<file path="config.mk">
export PLATFORM = sky130hd
export DESIGN_NAME = alu_seq
export DESIGN_NICKNAME = d
export VERILOG_FILES = /design/src/rtl/alu_seq.sv
export SDC_FILE = /design/constraint.sdc
export NUM_CORES = 1
export LEC_CHECK = 0
export ABC_AREA = 1
export ABC_CLOCK_PERIOD_IN_PS = 3100
export BUFFER_PORTS_ARGS = -buffer_cell sky130_fd_sc_hd__buf_4
export CAP_MARGIN = 10
export CORE_ASPECT_RATIO = 1.5
export CORE_MARGIN = 2
export CORE_UTILIZATION = 30
export DETAILED_ROUTE_END_ITERATION = 16
export PLACE_DENSITY = 0.47
export SKIP_LAST_GASP = 1
export SLEW_MARGIN = 20
export SYNTH_ARGS = -nofsm -noshare
export SYNTH_HDL_FRONTEND = slang
export SYNTH_SLANG_ARGS = --single-unit
</file>
<file path="constraint.sdc">
create_clock -name clk -period 3.1 [get_ports clk]
set_input_delay 0.155 -clock clk [delete_from_list [all_inputs] [get_ports clk]]
set_output_delay 0.155 -clock clk [all_outputs]
set_load 0.1 [all_outputs]
</file>
<file path="src/rtl/alu_seq.sv">
`default_nettype none
// ============================================================================
//  Module      : alu_seq
//  Description : Registered, parametrised ALU with {Z,N,C,V} flags, an
//                iterative shift-add multiplier and valid/ready handshakes
//                on both the operand and the result side.
//  Revision    : 1.0  initial release
// ============================================================================
module alu_seq #(
    parameter  int WIDTH = 16,
    localparam int SHW   = $clog2(WIDTH)
) (
    input  logic             clk,
    input  logic             rst_n,
    input  logic             in_valid,
    output logic             in_ready,
    input  logic [0:WIDTH-1] a,
    input  logic [0:WIDTH-1] b,
    input  logic [3:0]       opcode,
    output logic             out_valid,
    input  logic             out_ready,
    output logic [0:WIDTH-1] result,
    output logic [3:0]       flags,
    output logic             err
);

    localparam logic [3:0] c_OP_ADD = 4'b0000;
    localparam logic [3:0] c_OP_SUB = 4'b0001;
    localparam logic [3:0] c_OP_INC = 4'b0010;
    localparam logic [3:0] c_OP_DEC = 4'b0011;
    localparam logic [3:0] c_OP_AND = 4'b0100;
    localparam logic [3:0] c_OP_OR  = 4'b0101;
    localparam logic [3:0] c_OP_XOR = 4'b0110;
    localparam logic [3:0] c_OP_NOT = 4'b0111;
    localparam logic [3:0] c_OP_SHL = 4'b1000;
    localparam logic [3:0] c_OP_SHR = 4'b1001;
    localparam logic [3:0] c_OP_ASR = 4'b1010;
    localparam logic [3:0] c_OP_MUL = 4'b1011;
    localparam logic [3:0] c_OP_CMP = 4'b1100;

    localparam logic [SHW:0] c_CNT_INIT = (SHW+1)'(WIDTH);
    localparam logic [SHW:0] c_CNT_LAST = (SHW+1)'(1);

    typedef enum logic [1:0] {
        S_IDLE = 2'd0,
        S_BUSY = 2'd1,
        S_DONE = 2'd2
    } state_t;

    state_t r_state;
    state_t w_state_nxt;

    // Operands viewed with conventional descending numbering (MSB = WIDTH-1)
    logic [WIDTH-1:0]   w_a;
    logic [WIDTH-1:0]   w_b;
    logic [SHW-1:0]     w_sh;
    logic [WIDTH-1:0]   w_add_b;
    logic [WIDTH:0]     w_sum;
    logic [WIDTH:0]     w_diff;
    logic [WIDTH:0]     w_shl;
    logic [WIDTH:0]     w_shr;
    logic [WIDTH:0]     w_asr;
    logic               w_v_add;
    logic               w_v_sub;

    logic [WIDTH-1:0]   w_res;
    logic [WIDTH-1:0]   w_zn;
    logic               w_c;
    logic               w_v;
    logic               w_err;
    logic [3:0]         w_flags;

    logic               w_accept;
    logic               w_is_mul;
    logic [2*WIDTH-1:0] w_step_acc;
    logic [WIDTH-1:0]   w_mul_res;
    logic               w_mul_c;

    logic [2*WIDTH-1:0] r_acc;
    logic [2*WIDTH-1:0] r_mcand;
    logic [WIDTH-1:0]   r_mplier;
    logic [SHW:0]       r_cnt;
    logic [WIDTH-1:0]   r_result;
    logic [3:0]         r_flags;
    logic               r_err;
    logic               r_out_valid;

    assign w_a  = a;
    assign w_b  = b;
    assign w_sh = w_b[SHW-1:0];

    // INC/DEC reuse the adder/subtractor with a constant one as operand B
    assign w_add_b = ((opcode == c_OP_INC) || (opcode == c_OP_DEC)) ?
                     WIDTH'(1) : w_b;
    assign w_sum   = {1'b0, w_a} + {1'b0, w_add_b};
    assign w_diff  = {1'b0, w_a} - {1'b0, w_add_b};
    assign w_v_add = (w_a[WIDTH-1] == w_add_b[WIDTH-1]) &&
                     (w_sum[WIDTH-1] != w_a[WIDTH-1]);
    assign w_v_sub = (w_a[WIDTH-1] != w_add_b[WIDTH-1]) &&
                     (w_diff[WIDTH-1] != w_a[WIDTH-1]);

    // One guard bit catches the last bit shifted out (zero for amount 0)
    assign w_shl = {1'b0, w_a} << w_sh;
    assign w_shr = {w_a, 1'b0} >> w_sh;
    assign w_asr = $signed({w_a, 1'b0}) >>> w_sh;

    assign w_is_mul = (opcode == c_OP_MUL);

    // Single-cycle operations: result, flag sources and illegal-op detect
    always_comb begin
        w_res = '0;
        w_zn  = '0;
        w_c   = 1'b0;
        w_v   = 1'b0;
        w_err = 1'b0;
        case (opcode)
            c_OP_ADD, c_OP_INC: begin
                w_res = w_sum[WIDTH-1:0];
                w_c   = w_sum[WIDTH];
                w_v   = w_v_add;
            end
            c_OP_SUB, c_OP_DEC: begin
                w_res = w_diff[WIDTH-1:0];
                w_c   = w_diff[WIDTH];
                w_v   = w_v_sub;
            end
            c_OP_AND: w_res = w_a & w_b;
            c_OP_OR:  w_res = w_a | w_b;
            c_OP_XOR: w_res = w_a ^ w_b;
            c_OP_NOT: w_res = ~w_a;
            c_OP_SHL: begin
                w_res = w_shl[WIDTH-1:0];
                w_c   = w_shl[WIDTH];
            end
            c_OP_SHR: begin
                w_res = w_shr[WIDTH:1];
                w_c   = w_shr[0];
            end
            c_OP_ASR: begin
                w_res = w_asr[WIDTH:1];
                w_c   = w_asr[0];
            end
            c_OP_CMP: begin
                w_res = w_a;
                w_c   = w_diff[WIDTH];
                w_v   = w_v_sub;
            end
            c_OP_MUL: w_res = '0;
            default:  w_err = 1'b1;
        endcase
        // Z/N follow the result except for CMP, which reports on a-b
        w_zn = (opcode == c_OP_CMP) ? w_diff[WIDTH-1:0] : w_res;
    end

    assign w_flags = w_err ? 4'b0000 :
                     {(w_zn == '0), w_zn[WIDTH-1], w_c, w_v};

    // One shift-add step; on the final step this is the full product
    assign w_step_acc = r_mplier[0] ? (r_acc + r_mcand) : r_acc;
    assign w_mul_res  = w_step_acc[WIDTH-1:0];
    assign w_mul_c    = |w_step_acc[2*WIDTH-1:WIDTH];

    // State register
    always_ff @(posedge clk) begin
        if (!rst_n) r_state <= S_IDLE;
        else        r_state <= w_state_nxt;
    end

    // Next-state logic and input-side handshake
    always_comb begin
        w_state_nxt = r_state;
        in_ready    = 1'b0;
        case (r_state)
            S_IDLE: in_ready = 1'b1;
            S_BUSY: begin
                if (r_cnt == c_CNT_LAST) w_state_nxt = S_DONE;
            end
            S_DONE: begin
                in_ready = out_ready;
                if (out_ready && !in_valid) w_state_nxt = S_IDLE;
            end
            default: w_state_nxt = S_IDLE;
        endcase
        w_accept = in_valid && in_ready;
        if (w_accept) w_state_nxt = w_is_mul ? S_BUSY : S_DONE;
    end

    // Datapath: operand capture, multiply iteration and output registers
    always_ff @(posedge clk) begin
        if (!rst_n) begin
            r_acc       <= '0;
            r_mcand     <= '0;
            r_mplier    <= '0;
            r_cnt       <= '0;
            r_result    <= '0;
            r_flags     <= '0;
            r_err       <= 1'b0;
            r_out_valid <= 1'b0;
        end else begin
            r_out_valid <= (w_state_nxt == S_DONE);
            if (w_accept && w_is_mul) begin
                r_acc    <= '0;
                r_mcand  <= {{WIDTH{1'b0}}, w_a};
                r_mplier <= w_b;
                r_cnt    <= c_CNT_INIT;
            end else if (w_accept) begin
                r_result <= w_res;
                r_flags  <= w_flags;
                r_err    <= w_err;
            end else if (r_state == S_BUSY) begin
                r_acc    <= w_step_acc;
                r_mcand  <= r_mcand << 1;
                r_mplier <= r_mplier >> 1;
                r_cnt    <= r_cnt - c_CNT_LAST;
                if (r_cnt == c_CNT_LAST) begin
                    r_result <= w_mul_res;
                    r_flags  <= {(w_mul_res == '0), w_mul_res[WIDTH-1],
                                 w_mul_c, w_mul_c};
                    r_err    <= 1'b0;
                end
            end
        end
    end

    assign result    = r_result;
    assign flags     = r_flags;
    assign err       = r_err;
    assign out_valid = r_out_valid;

endmodule
`default_nettype wire

</file>
==> results of run 1 <==
==> cell type report <==
class / instances / area share
Clock buffer: 10 / 0.0171
Clock inverter: 6 / 0.00447
Inverter: 343 / 0.0921
Multi-Input combinational cell: 1759 / 0.612
Sequential cell: 109 / 0.156
Tap cell: 511 / 0.0457
Timing Repair Buffer: 135 / 0.0733
==> power by group through the flow <==
stage,clock network [mW],registers [mW],logic (mW)
after global placement,0,1.50,1.54
final,1.23,1.47,1.55
after CTS,1.27,1.47,1.54
after global routing,1.30,1.47,1.69
after floorplan,0,1.66,0.793
after detailed placement,0,1.50,1.54
==> synthesized netlist by cell type, drive strengths merged <==
| cell | number |
|---|---|
| a21o | 2 |
| fa | 3 |
| nor2 | 230 |
| a21oi | 110 |
| inv | 343 |
| a211oi | 1 |
| nand3b | 4 |
| o21a | 3 |
| o21bai | 5 |
| o21ai | 109 |
| xor2 | 13 |
| buf | 38 |
| nor3 | 15 |
| a22oi | 1 |
| clkbuf | 37 |
| xnor2 | 5 |
| dfxtp | 109 |
| o221ai | 1 |
| nand4 | 18 |
| ha | 103 |
| nand3 | 210 |
| and2 | 6 |
| or2 | 8 |
| nand2 | 860 |
| o211ai | 15 |
| a31oi | 37 |
==> per-layer routing <==
metal	vias up	part of all wire	wire, um
met5	-	0	0
met4	0	0.084	4660
met3	149	0.032	1770
met2	349	0.53	29200
met1	6409	0.35	19600
li1	7317	-	-
==> repair_timing <==
| action | in CTS | in global routing |
|---|---|---|
| buffers inserted | 0 | 0 |
| resized for setup | 0 | 4 |
| endpoints found under the setup margin | 0 | 3 |
| hold buffers | 0 | 0 |
==> worst max-delay path, delay by kind of cell, from the launching register on <==
kind,cells,cell delay [ns]
flip-flops,1,0.37
AO/OA/AOI/OAI,2,0.19
buffers and inverters,3,0.33
AND/OR/NAND/NOR,13,1.32
adder cells (fa/ha/maj),2,0.54
==> worst max path at each step <==
stage and endpoint:
3_5_place_dp flags[3], 6_report flags[1], 2_1_floorplan flags[3], 4_1_cts flags[1], 3_3_place_gp flags[3], 5_1_grt flags[1]
==> cells by family after synthesis <==
| logic type | count (synthesis) | synth area share |
|---|---|---|
| AOI/OAI and AO/OA | 284 | 0.124 |
| DFF | 109 | 0.177 |
| xor gates and xnor gates | 18 | 0.0128 |
| and+or+nand+nor | 1351 | 0.445 |
| adders and majority gates | 106 | 0.109 |
| buffers and inverters | 418 | 0.133 |
==> sequential cells by signal, indices dropped and copies added, names as in the netlist <==
register / cells
result: 16
r_mplier: 16
r_acc: 32
r_mcand: 32
err: 1
flags: 4
r_state: 2
out_valid: 1
r_cnt: 5
==> metrics by stage <==
step	area, sq um	setup TNS [ns]	power (mW)
after global placement	13700	-0.318	3.04
after floorplan	12400	0	2.46
after global routing	14000	0	4.46
after detailed placement	13700	-0.298	3.04
after CTS	14000	0	4.28
final	14000	0	4.25
==> results.cfg, run 1 <==
[cells_and_area]
n_antenna_cell = 0
final_common_cell = nand2_1
multi_input_area_sq_um = 8560
most-common-layout-cells = nand2_1, inv_1, nor2_1
drive_above_1_share = 0.0813
stdcell_count = 2873
fin_nets = 2503
ff_latch_area_sq_um = 2180
fillers = 4743
final_util = 0.343
areaGrowthSynthToFinish_pct = 13.3

[drt]
first_pass_iters = 5
vias_per_cell = 4.95
wl_per_cell_um = 19.2
totalWireLength_mm = 55.2
final_antenna_net_count = 0
drc_errors = 0
num_vias = 14224
drtIter0Drc = 879

[worst_hold_path]
hold_start = b[0]
hp-class = input port to register
holdPathEnd = r_mplier[15]
min_path_cells = 3

[logic_synthesis]
netlist_top_cells_area = nand2_1, dfxtp_1, ha_1
syn-cell-area_sq_um = 12400
synth-seq-area-share = 0.177
syn_avg_cell_area_sq_um = 5.41
yosys.area.top_type_share = 0.259
yosys.area.top_type = nand2_1
synth_cell_type_count = 37
yosysWarnings = 0
syn-instance-count = 2286
syn-num-nets = 2432
synth-seq-cells = 109

[status]
status = finished clean

[power]
vdd.ir_drop.worst_v = 0.000239
p_leak_nw = 7.60
p_sw_mw = 1.78
p_clk_frac = 0.290
p_int_mw = 2.47
power_frac_comb = 0.364
powerDensity_nw_per_um2 = 303
swShare = 0.419
pwr-share-seq = 0.346

[die]
die-area_sq_um = 42900
rows = 91
core_area_sq_um = 40900
fp.dieW_um = 170
initial_core_util = 0.302
die_y_um = 253
num_io_pins = 63

[cts]
clk-insertion-delay-late_ns = 0.39
cts_tree = done
clk_pin_slew_ns = 0.09
htreeDepth = 3
cts_buffers = 9
clockRootBuffer = clkbuf_16
clockBufferDepth = 2
clock_sinks = 109

[global_route]
grtUsageMet1 = 0.250
track_usage = 0.259
top_usage_layer = met2
met3_usage = 0.0255
grt_max_degree = 82
overflow = 0
first_global_vias = 14075
grt_use_met2 = 0.503
antenna_found_initial = 0
grt_pass1_wl_mm = 82.9

[sta]
final_hold_viol_count = 0
fin_ws_ns = 0.250
max_clock_freq_ghz = 0.351
setup_violations = 0
relSlewSlack = 0.375
timing.final.crit_period_ns = 2.85
worst_pin_slew_ns = 0.936
rsz0062_at_grt = false
fin_crit_sh = 0.919
fin_hold_ws_ns = 0.0671
fin_worst_skew_ns = 0.0129
maxSlewViolCount = 0

[placed_design]
gp_congestion = 0.969
place_inst = 2857
preCtsSetupSlack_ns = -0.201
hpwl_mm = 45.4
io_buffers = 62

[worst_setup_path]
cp.arrival_ns = 3.13
ff2ff_setup_slack_ns = 0.25
cp_max_fo = 4
r2r_cells = 20
crit_path_start_kind = register
crit_path_frequent_cell = nand2_1
cp-end-kind = register
r2r_end = flags[1]
crit_start = r_mcand[0]
slowest_delay_ns = 0.37
worstPathRequired_ns = 3.38
crit_type = register to register
rr_startpoint = r_mcand[0]
path_cells = ha_1 > inv_1 > fa_1 > inv_1 > nand3_1 > nand2_2 > nand3_1 > nand3_1 > nand2_1 > nand2_1 > nand2_1 > nand3_1 > o21ai_0 > nor2_1 > nand2_1 > nor2_1 > buf_4 > nand2_1 > nand2_1 > a21oi_1
cp_slowest_cell = dfxtp_2

[flow_run]
max_cap_violations = 0
Note: power is estimated with default switching activity, not from simulation.
==> run 2: changes to the inputs <==
Settings changed: GPL_TIMING_DRIVEN from default to 0.
==> results.cfg, run 2 (same netlist as run 1, synthesis figures left out) <==
[status]
status = finished clean

[global_route]
met3_usage = 0.0274
first_global_vias = 14057
track_usage = 0.271
top_usage_layer = met2
antenna_found_initial = 0
grt_use_met2 = 0.529
grtUsageMet1 = 0.263
grt_pass1_wl_mm = 86.0
grt_max_degree = 19
overflow = 0

[cells_and_area]
final_common_cell = nand2_1
largestRegisters = r_acc x32, r_mcand x32
fin_nets = 2503
final_util = 0.338
n_antenna_cell = 0
drive_above_1_share = 0.0673
areaGrowthSynthToFinish_pct = 11.9
fillers = 4681
most-common-layout-cells = nand2_1, inv_1, nor2_1
ff_latch_area_sq_um = 2180
multi_input_area_sq_um = 8590

[worst_setup_path]
crit_path_start_kind = input port
cp.arrival_ns = 3.27
worstPathRequired_ns = 3.42
crit_type = input port to register
ff2ff_setup_slack_ns = 0.26
cp_max_fo = 10
cp-end-kind = register

[drt]
wl_per_cell_um = 20.2
drtIter0Drc = 932
drc_errors = 0
totalWireLength_mm = 58.0
final_antenna_net_count = 0
first_pass_iters = 6
num_vias = 14460
vias_per_cell = 5.03

[sta]
timing.final.crit_period_ns = 2.96
setup_violations = 0
fin_worst_skew_ns = 0.0155
worst_pin_slew_ns = 0.976
fin_ws_ns = 0.143
fin_hold_ws_ns = 0.0913
maxSlewViolCount = 0
final_hold_viol_count = 0
max_clock_freq_ghz = 0.338
fin_crit_sh = 0.954
relSlewSlack = 0.342
rsz0062_at_grt = true

[cts]
cts_buffers = 9
htreeDepth = 3
cts_tree = done
clockRootBuffer = clkbuf_16
hold_buffers = 0
clock_sinks = 109
clockBufferDepth = 2
clk_pin_slew_ns = 0.08
clk-insertion-delay-late_ns = 0.38
cts_setup_buffers = 0

[die]
num_io_pins = 63
initial_core_util = 0.302
die-area_sq_um = 42900
die_y_um = 253
rows = 91
core_area_sq_um = 40900
fp.dieW_um = 170

[power]
vdd.ir_drop.worst_v = 0.000233
powerDensity_nw_per_um2 = 310
p_leak_nw = 7.42

[flow_run]
max_cap_violations = 0

[placed_design]
gp_congestion = 0.949
hpwl_mm = 49.1
io_buffers = 61
preCtsSetupSlack_ns = -0.611

[worst_hold_path]
hp-class = input port to register
## run 2: repair_timing
item / in CTS / in global routing
setup endpoints to repair: 2 / 5
pin swaps: 0 / 1
gates resized for setup: 4 / 18
## run 2: critical path, stage by stage
cell and delay (ns):
buf_4 0.10, buf_2 0.23, inv_2 0.15, buf_2 0.26
nor2_1 0.18, inv_1 0.11, fa_1 0.50, xor2_1 0.22
nand2_1 0.09, nand2_1 0.05, nor2_1 0.08, nand2_1 0.12
nor2_1 0.18, nand3_1 0.15, nor2_1 0.12, nand2_1 0.05
nor2_1 0.11, nand2_1 0.08, nand2_1 0.06, nand4_1 0.14
a21oi_1 0.14
## run 2: area by class of cell
cell class                      count  area share
Timing Repair Buffer               61      0.0331
Inverter                          343      0.0933
Tap cell                          511      0.0462
Buffer                             74      0.0252
Clock inverter                      6     0.00688
Sequential cell                   109       0.158
Clock buffer                        9      0.0163
Multi-Input combinational cell   1759       0.621
## run 2: per-stage QoR
| step | TNS (ns) | total power [mW] | area (sq um) | instances |
|---|---|---|---|---|
| 6_report | 0 | 4.29 | 13800 | 2872 |
| 5_1_grt | -0.0384 | 4.50 | 13800 | 2872 |
| 4_1_cts | 0 | 4.30 | 13800 | 2873 |
| 2_1_floorplan | 0 | 2.46 | 12400 | 2286 |
| 3_5_place_dp | -3.64 | 2.99 | 13500 | 2858 |
| 3_3_place_gp | -3.43 | 2.99 | 13500 | 2858 |
## run 2: metal layers
metal / vias to the layer above / share of wire
li1: 7328 / -
met1: 6594 / 0.35
met2: 384 / 0.53
met3: 154 / 0.035
met4: 0 / 0.079
met5: - / 0
## run 2: path summary, 6_finish.rpt
path | startpoint | end | depth (start not counted)
worst min register to register | r_mplier[15] | r_mplier[15] | 2
worst max-delay path | b[14] | flags[3] | 21
worst max register to register | r_mcand[0] | flags[1] | 19
worst min-delay path | b[7] | r_mplier[8] | 3
## run 2: power breakdown
| group | leakage [nW] | internal [mW] | switching [mW] | total (mW) |
|---|---|---|---|---|
| Sequential | 0.883 | 1.44 | 0.0298 | 1.47 |
| Clock | 0.150 | 0.713 | 0.594 | 1.31 |
| Combinational | 6.39 | 0.398 | 1.12 | 1.52 |
